[src/rtl/issue_scoreboard.sv]
// rtl/issue_scoreboard.sv - in-order issue stage with register busy scoreboard and halt drain
module issue_scoreboard #(
  parameter int NUM_FU   = 8,
  parameter int NUM_REGS = 32,
  parameter int WB_PORTS = 2,
  parameter int CNT_W    = 16
) (
  input  logic                         clk,
  input  logic                         rst_n,
  input  logic                         in_valid,
  output logic                         in_ready,
  input  logic [1:0][4:0]              in_readregs,
  input  logic [4:0]                   in_writereg,
  input  logic [7:0]                   in_flags,
  input  logic [3:0]                   in_fuid,
  input  logic                         in_halt,
  input  logic                         flush,
  output logic [NUM_FU-1:0]            fu_valid,
  input  logic [NUM_FU-1:0]            fu_ready,
  output logic [1:0][4:0]              fu_readregs,
  output logic [4:0]                   fu_writereg,
  output logic [7:0]                   fu_flags,
  input  logic [WB_PORTS-1:0]          wb_valid,
  input  logic [WB_PORTS-1:0][4:0]     wb_reg,
  output logic                         halted,
  output logic                         illegal_fu,
  output logic [CNT_W-1:0]             stall_cnt
);

  typedef enum logic [1:0] {
    S_RUN    = 2'd0,
    S_DRAIN  = 2'd1,
    S_HALTED = 2'd2
  } state_t;

  state_t              state_q, state_d;
  logic                hold_valid_q, hold_valid_d;
  logic [1:0][4:0]     hold_rs_q, hold_rs_d;
  logic [4:0]          hold_wr_q, hold_wr_d;
  logic [7:0]          hold_flags_q, hold_flags_d;
  logic [3:0]          hold_fuid_q, hold_fuid_d;
  logic                hold_halt_q, hold_halt_d;
  logic [NUM_REGS-1:0] busy_q, busy_d;
  logic                illegal_q, illegal_d;
  logic [CNT_W-1:0]    stall_q, stall_d;

  logic [NUM_REGS-1:0] wb_clear;
  logic [NUM_REGS-1:0] busy_eff;
  logic                hazard;
  logic                run;
  logic                fu_legal;
  logic                fu_bad;
  logic                go;
  logic                sel_ready;
  logic                issue;
  logic                transfer;
  logic                halt_take;
  logic                accept;

  // Hazard check with same-cycle writeback bypass and issue handshake decode
  always_comb begin
    wb_clear = '0;
    for (int p = 0; p < WB_PORTS; p++) begin
      if (wb_valid[p]) wb_clear[wb_reg[p]] = 1'b1;
    end
    busy_eff    = busy_q & ~wb_clear;
    busy_eff[0] = 1'b0;
    hazard = busy_eff[hold_rs_q[0]] | busy_eff[hold_rs_q[1]] | busy_eff[hold_wr_q];

    run      = (state_q == S_RUN);
    fu_legal = (hold_fuid_q != 4'd0) && (int'(hold_fuid_q) < NUM_FU);
    fu_bad   = (int'(hold_fuid_q) >= NUM_FU);
    go       = run & hold_valid_q & ~hold_halt_q & ~hazard & ~flush;

    fu_valid  = '0;
    sel_ready = 1'b0;
    for (int i = 0; i < NUM_FU; i++) begin
      if (hold_fuid_q == 4'(i)) begin
        fu_valid[i] = go & fu_legal;
        sel_ready   = fu_ready[i];
      end
    end

    // noop and out-of-range FU ids retire in place without a handshake
    issue     = go & (fu_legal ? sel_ready : 1'b1);
    transfer  = go & fu_legal & sel_ready;
    halt_take = run & hold_valid_q & hold_halt_q & ~flush;
    in_ready  = run & ~flush & (~hold_valid_q | issue);
    accept    = in_valid & in_ready;
  end

  // Next-state for FSM, holding register, scoreboard and status
  always_comb begin
    state_d      = state_q;
    hold_valid_d = hold_valid_q;
    hold_rs_d    = hold_rs_q;
    hold_wr_d    = hold_wr_q;
    hold_flags_d = hold_flags_q;
    hold_fuid_d  = hold_fuid_q;
    hold_halt_d  = hold_halt_q;
    illegal_d    = illegal_q;
    stall_d      = stall_q;

    // set after clear so a same-edge set on the same tag wins
    busy_d = busy_q & ~wb_clear;
    if (transfer && hold_wr_q != 5'd0) busy_d[hold_wr_q] = 1'b1;
    busy_d[0] = 1'b0;

    case (state_q)
      S_RUN: begin
        if (halt_take) state_d = S_DRAIN;
      end
      S_DRAIN: begin
        if (flush) state_d = S_RUN;
        else if (busy_eff == '0) state_d = S_HALTED;
      end
      S_HALTED: state_d = S_HALTED;
      default:  state_d = S_RUN;
    endcase

    if (state_q != S_HALTED && flush) begin
      hold_valid_d = 1'b0;
    end else if (accept) begin
      hold_valid_d = 1'b1;
      hold_rs_d    = in_readregs;
      hold_wr_d    = in_writereg;
      hold_flags_d = in_flags;
      hold_fuid_d  = in_fuid;
      hold_halt_d  = in_halt;
    end else if (issue || halt_take) begin
      hold_valid_d = 1'b0;
    end

    if (issue && fu_bad) illegal_d = 1'b1;

    if (run && hold_valid_q && !issue && !(&stall_q)) stall_d = stall_q + 1'b1;
  end

  // State registers
  always_ff @(posedge clk or negedge rst_n) begin
    if (!rst_n) begin
      state_q      <= S_RUN;
      hold_valid_q <= 1'b0;
      hold_rs_q    <= '0;
      hold_wr_q    <= '0;
      hold_flags_q <= '0;
      hold_fuid_q  <= '0;
      hold_halt_q  <= 1'b0;
      busy_q       <= '0;
      illegal_q    <= 1'b0;
      stall_q      <= '0;
    end else begin
      state_q      <= state_d;
      hold_valid_q <= hold_valid_d;
      hold_rs_q    <= hold_rs_d;
      hold_wr_q    <= hold_wr_d;
      hold_flags_q <= hold_flags_d;
      hold_fuid_q  <= hold_fuid_d;
      hold_halt_q  <= hold_halt_d;
      busy_q       <= busy_d;
      illegal_q    <= illegal_d;
      stall_q      <= stall_d;
    end
  end

  assign fu_readregs = hold_rs_q;
  assign fu_writereg = hold_wr_q;
  assign fu_flags    = hold_flags_q;
  assign halted      = (state_q == S_HALTED);
  assign illegal_fu  = illegal_q;
  assign stall_cnt   = stall_q;

endmodule

[config.mk]
export PLATFORM = sky130hd
export DESIGN_NAME = issue_scoreboard
export DESIGN_NICKNAME = d
export VERILOG_FILES = /design/src/rtl/issue_scoreboard.sv
export SDC_FILE = /design/constraint.sdc
export NUM_CORES = 1
export LEC_CHECK = 0
export CORE_MARGIN = 3
export CORE_UTILIZATION = 38
export DETAILED_ROUTE_END_ITERATION = 8
export GPL_TIMING_DRIVEN = 0
export SLEW_MARGIN = 20
export SYNTH_ARGS = -nofsm -noshare
export SYNTH_HDL_FRONTEND = slang
export SYNTH_SLANG_ARGS = --single-unit
[constraint.sdc]
create_clock -name clk -period 6.3 [get_ports clk]
set_input_delay 1.26 -clock clk [delete_from_list [all_inputs] [get_ports clk]]
set_output_delay 1.26 -clock clk [all_outputs]
set_load 0.01 [all_outputs]
==> results of run 1 <==
==> worst max path at each step <==
stage              start          end  slack [ns]  cells past startpoint
4_1_cts        wb_reg[8]     in_ready       -0.01                     14
2_1_floorplan  wb_reg[8]  fu_valid[1]        1.28                     10
3_3_place_gp   wb_reg[3]  fu_valid[1]       -0.54                     12
3_5_place_dp   wb_reg[3]  fu_valid[1]       -0.57                     12
6_report       wb_reg[4]     in_ready        0.14                     13
5_1_grt        wb_reg[9]     in_ready       -0.03                     13
==> per-stage QoR <==
stage	hold WS (ns)	cells	utilization, %
final	0.4731	820	55.94
after global routing	0.5043	820	55.94
after CTS	0.4774	815	53.80
after detailed placement	0.4596	788	48.78
after global placement	0.4447	787	48.58
after floorplan	0.4932	515	-
==> routing by layer <==
layer | up-vias | GRT usage (%) | wire length [um]
met2 | 242 | 37.44 | 8284
met5 | - | 0 | 0
li1 | 2266 | - | -
met4 | 0 | 10.13 | 552
met1 | 2458 | 32.49 | 7495
met3 | 51 | 7.390 | 1519
==> cells in the mapped netlist, drive strengths merged (3+ instances only) <==
| library cell | n |
|---|---|
| a211oi | 5 |
| a21oi | 13 |
| and3 | 5 |
| buf | 15 |
| clkbuf | 12 |
| dfrtp | 79 |
| inv | 15 |
| mux2 | 31 |
| mux2i | 6 |
| mux4 | 5 |
| nand2 | 29 |
| nand2b | 9 |
| nand3 | 16 |
| nand4 | 11 |
| nand4b | 7 |
| nand4bb | 7 |
| nor2 | 34 |
| nor2b | 9 |
| nor3 | 18 |
| nor3b | 8 |
| nor4 | 10 |
| nor4b | 6 |
| o211ai | 4 |
| o21ai | 47 |
| o21bai | 3 |
| o221a | 3 |
| o221ai | 23 |
| o22ai | 14 |
| o31ai | 4 |
| o32ai | 7 |
| or2 | 8 |
| or4 | 3 |
| xor2 | 11 |
==> power by group through the flow <==
stage / sequential [mW] / combinational, mW / clock (mW)
after floorplan: 0.814 / 0.658 / 0
after global placement: 0.790 / 1.15 / 0
after detailed placement: 0.797 / 1.16 / 0
after CTS: 0.792 / 1.19 / 0.545
after global routing: 0.820 / 1.33 / 0.568
final: 0.796 / 1.22 / 0.536
==> registers in the layout, summed over array words and instances, names as in the netlist <==
register	cells
fu_writereg	5
fu_readregs	10
state_q	2
hold_fuid_q	4
fu_flags	8
hold_valid_q	1
illegal_fu	1
stall_cnt	16
hold_halt_q	1
busy_q	31
==> worst max-delay path, cell delays in order <==
cell	delay, ns
clkdlybuf4s50_1	0.59
nand2b_1	0.15
buf_2	0.38
o221ai_4	0.19
buf_4	0.19
mux4_2	0.45
nor4b_1	0.34
nor4_2	0.10
and3_1	0.20
and3_1	0.17
buf_4	0.20
o21a_1	0.19
clkdlybuf4s50_1	0.47
==> cell families after synthesis <==
| group | synth area share, % |
|---|---|
| AO/OA/AOI/OAI | 20.67 |
| XOR/XNOR | 2.293 |
| adder cells (fa/ha/maj) | 0.2520 |
| buffers and inverters | 3.856 |
| flip-flops | 39.82 |
| multiplexers | 10.51 |
| other | 0.07553 |
| AND/OR/NAND/NOR | 22.53 |
==> timing repair <==
| item | CTS | global route |
|---|---|---|
| hold buffers | 0 | 0 |
| resized for setup | 38 | 36 |
| pin swaps | 5 | 7 |
| setup buffers | 11 | 7 |
| setup endpoints to repair | 8 | 8 |
| cloned | 0 | 0 |
==> cell type report <==
cell class              instances  area, um^2
clock inverters                 5       56.30
fillers                      1173        5605
clock buffers                  11       242.7
flip-flops and latches         79        1977
well taps                     172       215.2
inverters                      15       56.30
multi-input cells             394        3263
repair buffers                119        1176
plain buffers                  25       130.1
==> results by group, run 1 <==
Floorplan
  – Die Ht: ~120 um
  – Initial core utilization: between 30% and 40%
  – Row Count: about 40
  – DIE AREA: 14,470 um^2
  – Die width: ~120 um
  – Core area: around 13,000 um^2
  – Io pins: between 100 and 150

Final layout
  – Design Area, Final: ~7100 um^2
  – Most frequent cells in the layout: clkdlybuf4s50_1, dfrtp_1, o21ai_0, nor2_1, nand2_1
  – P&R area growth vs syn: 43.35%
  – Leading cell type in the layout, fill and taps excluded: clkdlybuf4s50_1
  – Nets@finish: 696
  – ANT cells: 0
  – Layout cell share with drive strength beyond 1: between 20% and 30%

Global route
  – Number of global-route vias before repair: approximately 5,000
  – First-pass GRT wire length: 27.59 mm
  – Antenna violations before repair: 0
  – GR Util All Layers: between 20% and 30%
  – Largest net degree at the start of global routing: 47
  – Total congestion overflow: 0

Hold path
  – Critical hold path startpoint: illegal_fu$_DFFE_PN0P_
  – Hold-critical path depth: 1
  – Hold Path End: illegal_fu$_DFFE_PN0P_
  – Worst Hold Class: reg -> reg

Placed design
  – Final GP Congestion: 0.9673
  – PortBufs: 100
  – Post-DP Area: ~6200 um^2
  – Dpl ws: -0.5706 ns
  – Post-DP HPWL: 12.65 mm

Timing
  – Tcrit/Tclk final: a little under 100%
  – Final max-slew violation count: 0
  – Min Clock Period, post-route: around 6.2 ns
  – Slew HR: around half
  – Final critical-path setup slack: approximately 0.14 ns
  – Least-Margin Pin Slew: 0.7255 ns
  – Worst Skew: between 0.007 and 0.008 ns
  – Setup TNS: 0 ns
  – Final hold violations: 0
  – Fmax: 0.1623 GHz
  – Final setup fails: 0

Drt
  – Detailed Route Iter0 Violations: about 510
  – DR DRC count: 0
  – Drt total wl: between 15 and 20 mm
  – Routed via count: roughly 5,000
  – WL per Instance: ~22 um
  – Final ANT Viol Nets: 0
  – Via density: between 6 and 7
  – First-pass detailed-route iteration total: 6

Power and ir drop
  – Clk pwr share: about a fifth
  – Sequential share of power: about 31%
  – Tot Pwr: 2.552 mW
  – PwrDens: approximately 360 nW/um^2
  – Comb pwr share: between 40% and 50%
  – Lkg Pwr: 2.634 nW
  – Switching power: about 1.0 mW
  – VDD IR max: 0.2271 mV
  – Pint: about 1.5 mW
  – Sw Share: approximately 40%

Clocking
  – Clk pin slew, worst setup/hold paths: 0.06 ns
  – Worst skew pair latency: 0.35 ns
  – Total clock sinks: 79
  – CTS root buffer: clkbuf_16
  – CTS buffer count: 9
  – H-tree depth reported by CTS: 3
  – CTS Buffer Depth: 2
  – CTS tree: built

Job
  – Max cap viols: 0

Setup path
  – Worst-case reg-to-reg path depth: 14
  – CP Data Required Time: a little over 5 ns
  – Worst Setup Path Type: in -> out
  – Crit Path Max Fanout: 19
  – R2r setup slk: roughly 2.8 ns
  – Arr. time, crit path: 4.90 ns
  – Worst r2r src: fu_readregs[1]$_DFFE_PN0P_
  – Worst setup SP type: primary input
  – Worst R2R End: fu_writereg[1]$_DFFE_PN0P_
  – CP endpoint kind: output pin

Synthesis
  – Fraction of registers with async set/reset: 100.0%
  – Yosys warning count: 0
  – Mean Syn Cell Area: a little under 10 um^2
  – Synth top area cells: dfrtp_1, mux2_2, o21ai_0
  – Largest area contributor in the netlist: dfrtp_1
  – Top cell type's share of synthesized area: roughly 40%
  – Netlist Area Pre-Place: slightly below 5000 um^2
  – Seq cells post-synth: slightly below 80
  – Sequential fraction of the synthesis area: 39.82%
  – Cells after Synth: 515
  – EDFF count, synth: 0
  – Leading register cell type out of synthesis: dfrtp_1
  – Unique masters post-synth: 73
  – Syn_nets: roughly 570

Run status
  – Outcome: completed
(Power assumes the default switching activity.)
==> run 2, diff against run 1 <==
Settings changed: CELL_PAD_IN_SITES_DETAIL_PLACEMENT from default to 0, CELL_PAD_IN_SITES_GLOBAL_PLACEMENT from default to 1, CORE_ASPECT_RATIO from default to 1.2, PLACE_DENSITY_LB_ADDON from default to 0.1.
==> results by group, run 2 (synthesized netlist as in run 1, its figures left out) <==
Final layout
  – Layout cell share with drive strength beyond 1: 19.53% (was 20.37%)
  – Reg with most FFs: busy_q (unchanged)
  – Nets@finish: 693 (was 696)
  – Fin cells: 809 (was 820)
  – Multi-input logic area: 3239 um^2 (was 3263 um^2)
  – Register Area: 1977 um^2 (unchanged)
  – Core Util, Final: 55.50% (was 55.94%)
  – # fillers: 1,166 (was 1,173)
  – Most frequent cells in the layout: clkdlybuf4s50_1, dfrtp_1, o21ai_0, nor2_1, nand2_1 (unchanged)
  – Leading cell type in the layout, fill and taps excluded: clkdlybuf4s50_1 (unchanged)
  – ANT cells: 0 (unchanged)
  – Max reg flops: 31 (unchanged)
  – P&R area growth vs syn: 42.24% (was 43.35%)

Job
  – Max cap viols: 0 (unchanged)

Hold path
  – Hold-critical path depth: 1 (unchanged)
  – Worst Hold Class: reg -> reg (unchanged)
  – Critical hold path startpoint: illegal_fu$_DFFE_PN0P_ (unchanged)

Clocking
  – H-tree depth reported by CTS: 3 (unchanged)
  – CTS buffer count: 9 (unchanged)
  – CTS tree: built (unchanged)
  – Worst skew pair latency: 0.35 ns (about the same)
  – CTS Buffer Depth: 2 (unchanged)
  – CTS root buffer: clkbuf_16 (unchanged)
  – Total clock sinks: 79 (unchanged)
  – Clk pin slew, worst setup/hold paths: 0.06 ns (about the same)

Global route
  – Total congestion overflow: 0 (unchanged)
  – Number of global-route vias before repair: 4,989 (was 4,981)
  – Largest net degree at the start of global routing: 44 (was 47)
  – GR Util All Layers: 24.34% (was 24.51%)
  – First-pass GRT wire length: 27.01 mm (was 27.59 mm)
  – Antenna violations before repair: 0 (unchanged)

Setup path
  – Worst-case reg-to-reg path depth: 14 (unchanged)
  – Crit Path Max Fanout: 10 (was 19)
  – Crit path cell chain: clkdlybuf4s50_1, buf_2, nand4_1, o221ai_4, o32ai_1, a211o_1, nor4_4, o2111ai_1, or4_4, nor3_1, clkdlybuf4s50_1 (was clkdlybuf4s50_1, nand2b_1, buf_2, o221ai_4, buf_4, mux4_2, nor4b_1, nor4_2, and3_1, and3_1, buf_4, o21a_1, clkdlybuf4s50_1)
  – Worst setup SP type: primary input (unchanged)
  – Arr. time, crit path: 4.95 ns (was 4.90 ns)
  – CP max stage delay: 0.56 ns (was 0.59 ns)
  – CP Launch Point: wb_reg[9] (was wb_reg[4])
  – Worst Setup Path Type: in -> out (unchanged)
  – CP Data Required Time: 5.04 ns (about the same)
  – Worst path most repeated cell: clkdlybuf4s50_1
  – CP endpoint kind: output pin (unchanged)
  – Worst r2r src: fu_readregs[1]$_DFFE_PN0P_ (unchanged)
  – Slowest cell on crit path: clkdlybuf4s50_1 (unchanged)

Drt
  – Detailed Route Iter0 Violations: 330 (was 511)
  – Routed via count: 4,941 (was 5,017)
  – Drt total wl: 17.24 mm (was 17.85 mm)
  – First-pass detailed-route iteration total: 6 (unchanged)
  – Final ANT Viol Nets: 0 (unchanged)
  – WL per Instance: 21.31 um (was 21.77 um)
  – Via density: 6.108 (was 6.118)
  – DR DRC count: 0 (unchanged)

Floorplan
  – DIE AREA: 14,480 um^2 (was 14,470 um^2)
  – Io pins: 102 (unchanged)
  – Row Count: 45 (was 41)
  – Die Ht: 131.2 um (was 120.3 um)
  – Core area: 12,720 um^2 (about the same)
  – Initial core utilization: 39.02% (about the same)
  – Die width: 110.3 um (was 120.3 um)

Run status
  – Outcome: completed (unchanged)

Placed design
  – Final GP Congestion: 0.9428 (was 0.9673)
  – PortBufs: 100 (unchanged)
  – Dpl ws: -0.5766 ns (was -0.5706 ns)
  – Dpl cells: 780 (was 788)
  – Post-DP HPWL: 12.73 mm (was 12.65 mm)

Power and ir drop
  – Lkg Pwr: 2.581 nW (was 2.634 nW)
  – Tot Pwr: 2.535 mW (was 2.552 mW)
  – VDD IR max: 0.1951 mV (was 0.2271 mV)
  – PwrDens: 359.0 nW/um^2 (was 358.5 nW/um^2)

Timing
  – Final max-slew violation count: 0 (unchanged)
  – Final setup fails: 0 (unchanged)
  – Fmax: 0.1609 GHz (was 0.1623 GHz)
  – Least-Margin Pin Slew: 0.7925 ns (was 0.7255 ns)
  – Final critical-path setup slack: 0.08631 ns (was 0.1386 ns)
  – Min Clock Period, post-route: 6.214 ns (was 6.161 ns)
  – Tcrit/Tclk final: 98.63% (was 97.80%)
  – Worst Skew: 0.007897 ns (was 0.007565 ns)
  – Final hold violations: 0 (unchanged)
  – Slew HR: 46.76% (was 51.26%)
  – Worst hold margin: 0.4577 ns (was 0.4731 ns)
-- run 2: final timing paths --
path                                                    to  slack, ns
worst max-delay path                           fu_valid[1]       0.09
worst min-delay path                illegal_fu$_DFFE_PN0P_       0.46
worst max register to register  fu_writereg[3]$_DFFE_PN0P_       2.75
worst min register to register      illegal_fu$_DFFE_PN0P_       0.46
max in group asynchronous       fu_writereg[1]$_DFFE_PN0P_       4.81
min in group asynchronous             busy_q[26]$_DFF_PN0_       0.89
-- run 2: report_power, final --
| group | switching, mW | internal [mW] | leakage, nW | total (mW) |
|---|---|---|---|---|
| combinational | 0.643 | 0.569 | 1.45 | 1.21 |
| sequential | 0.143 | 0.647 | 0.990 | 0.790 |
| clock | 0.215 | 0.319 | 0.141 | 0.533 |
| total | 1.00 | 1.53 | 2.58 | 2.53 |
-- run 2: worst max-delay path, delay by kind of cell --
kind	cells	cell delay [ns]
AO/OA/AOI/OAI	4	1.12
AND/OR/NAND/NOR	4	1.22
buffers and inverters	3	1.34
-- run 2: layer usage --
layer / vias up / global-route usage [%] / wire (um) / part of all wire (%)
met2: 215 / 39.64 / 8498 / 49
met1: 2391 / 29.75 / 6561 / 38
met4: 0 / 13.21 / 1030 / 6.0
li1: 2260 / - / - / -
met5: - / 0 / 0 / 0
met3: 75 / 4.767 / 1152 / 6.7
-- run 2: area by class of cell --
class / count / area share, %
repair buffers: 116 / 16.19
multi-input cells: 394 / 45.87
clock inverters: 6 / 0.9922
plain buffers: 25 / 1.860
well taps: 164 / 2.906
clock buffers: 10 / 3.384
flip-flops and latches: 79 / 27.99
inverters: 15 / 0.7973
-- run 2: through the flow --
step / instance area (um^2) / TNS [ns]
global route: 7062 / -0.04873
detailed placement: 6196 / -4.289
global placement: 6171 / -4.161
CTS: 6854 / 0
finish: 7062 / 0
floorplan: 4965 / 0
-- run 2: timing repair --
item                                    CTS  global route
cloned                                    0             0
gates resized for setup                  45            27
hold buffers                              0             0
buffers inserted                         10             5
pin swaps                                 6             6
endpoints found under the setup margin    8             8
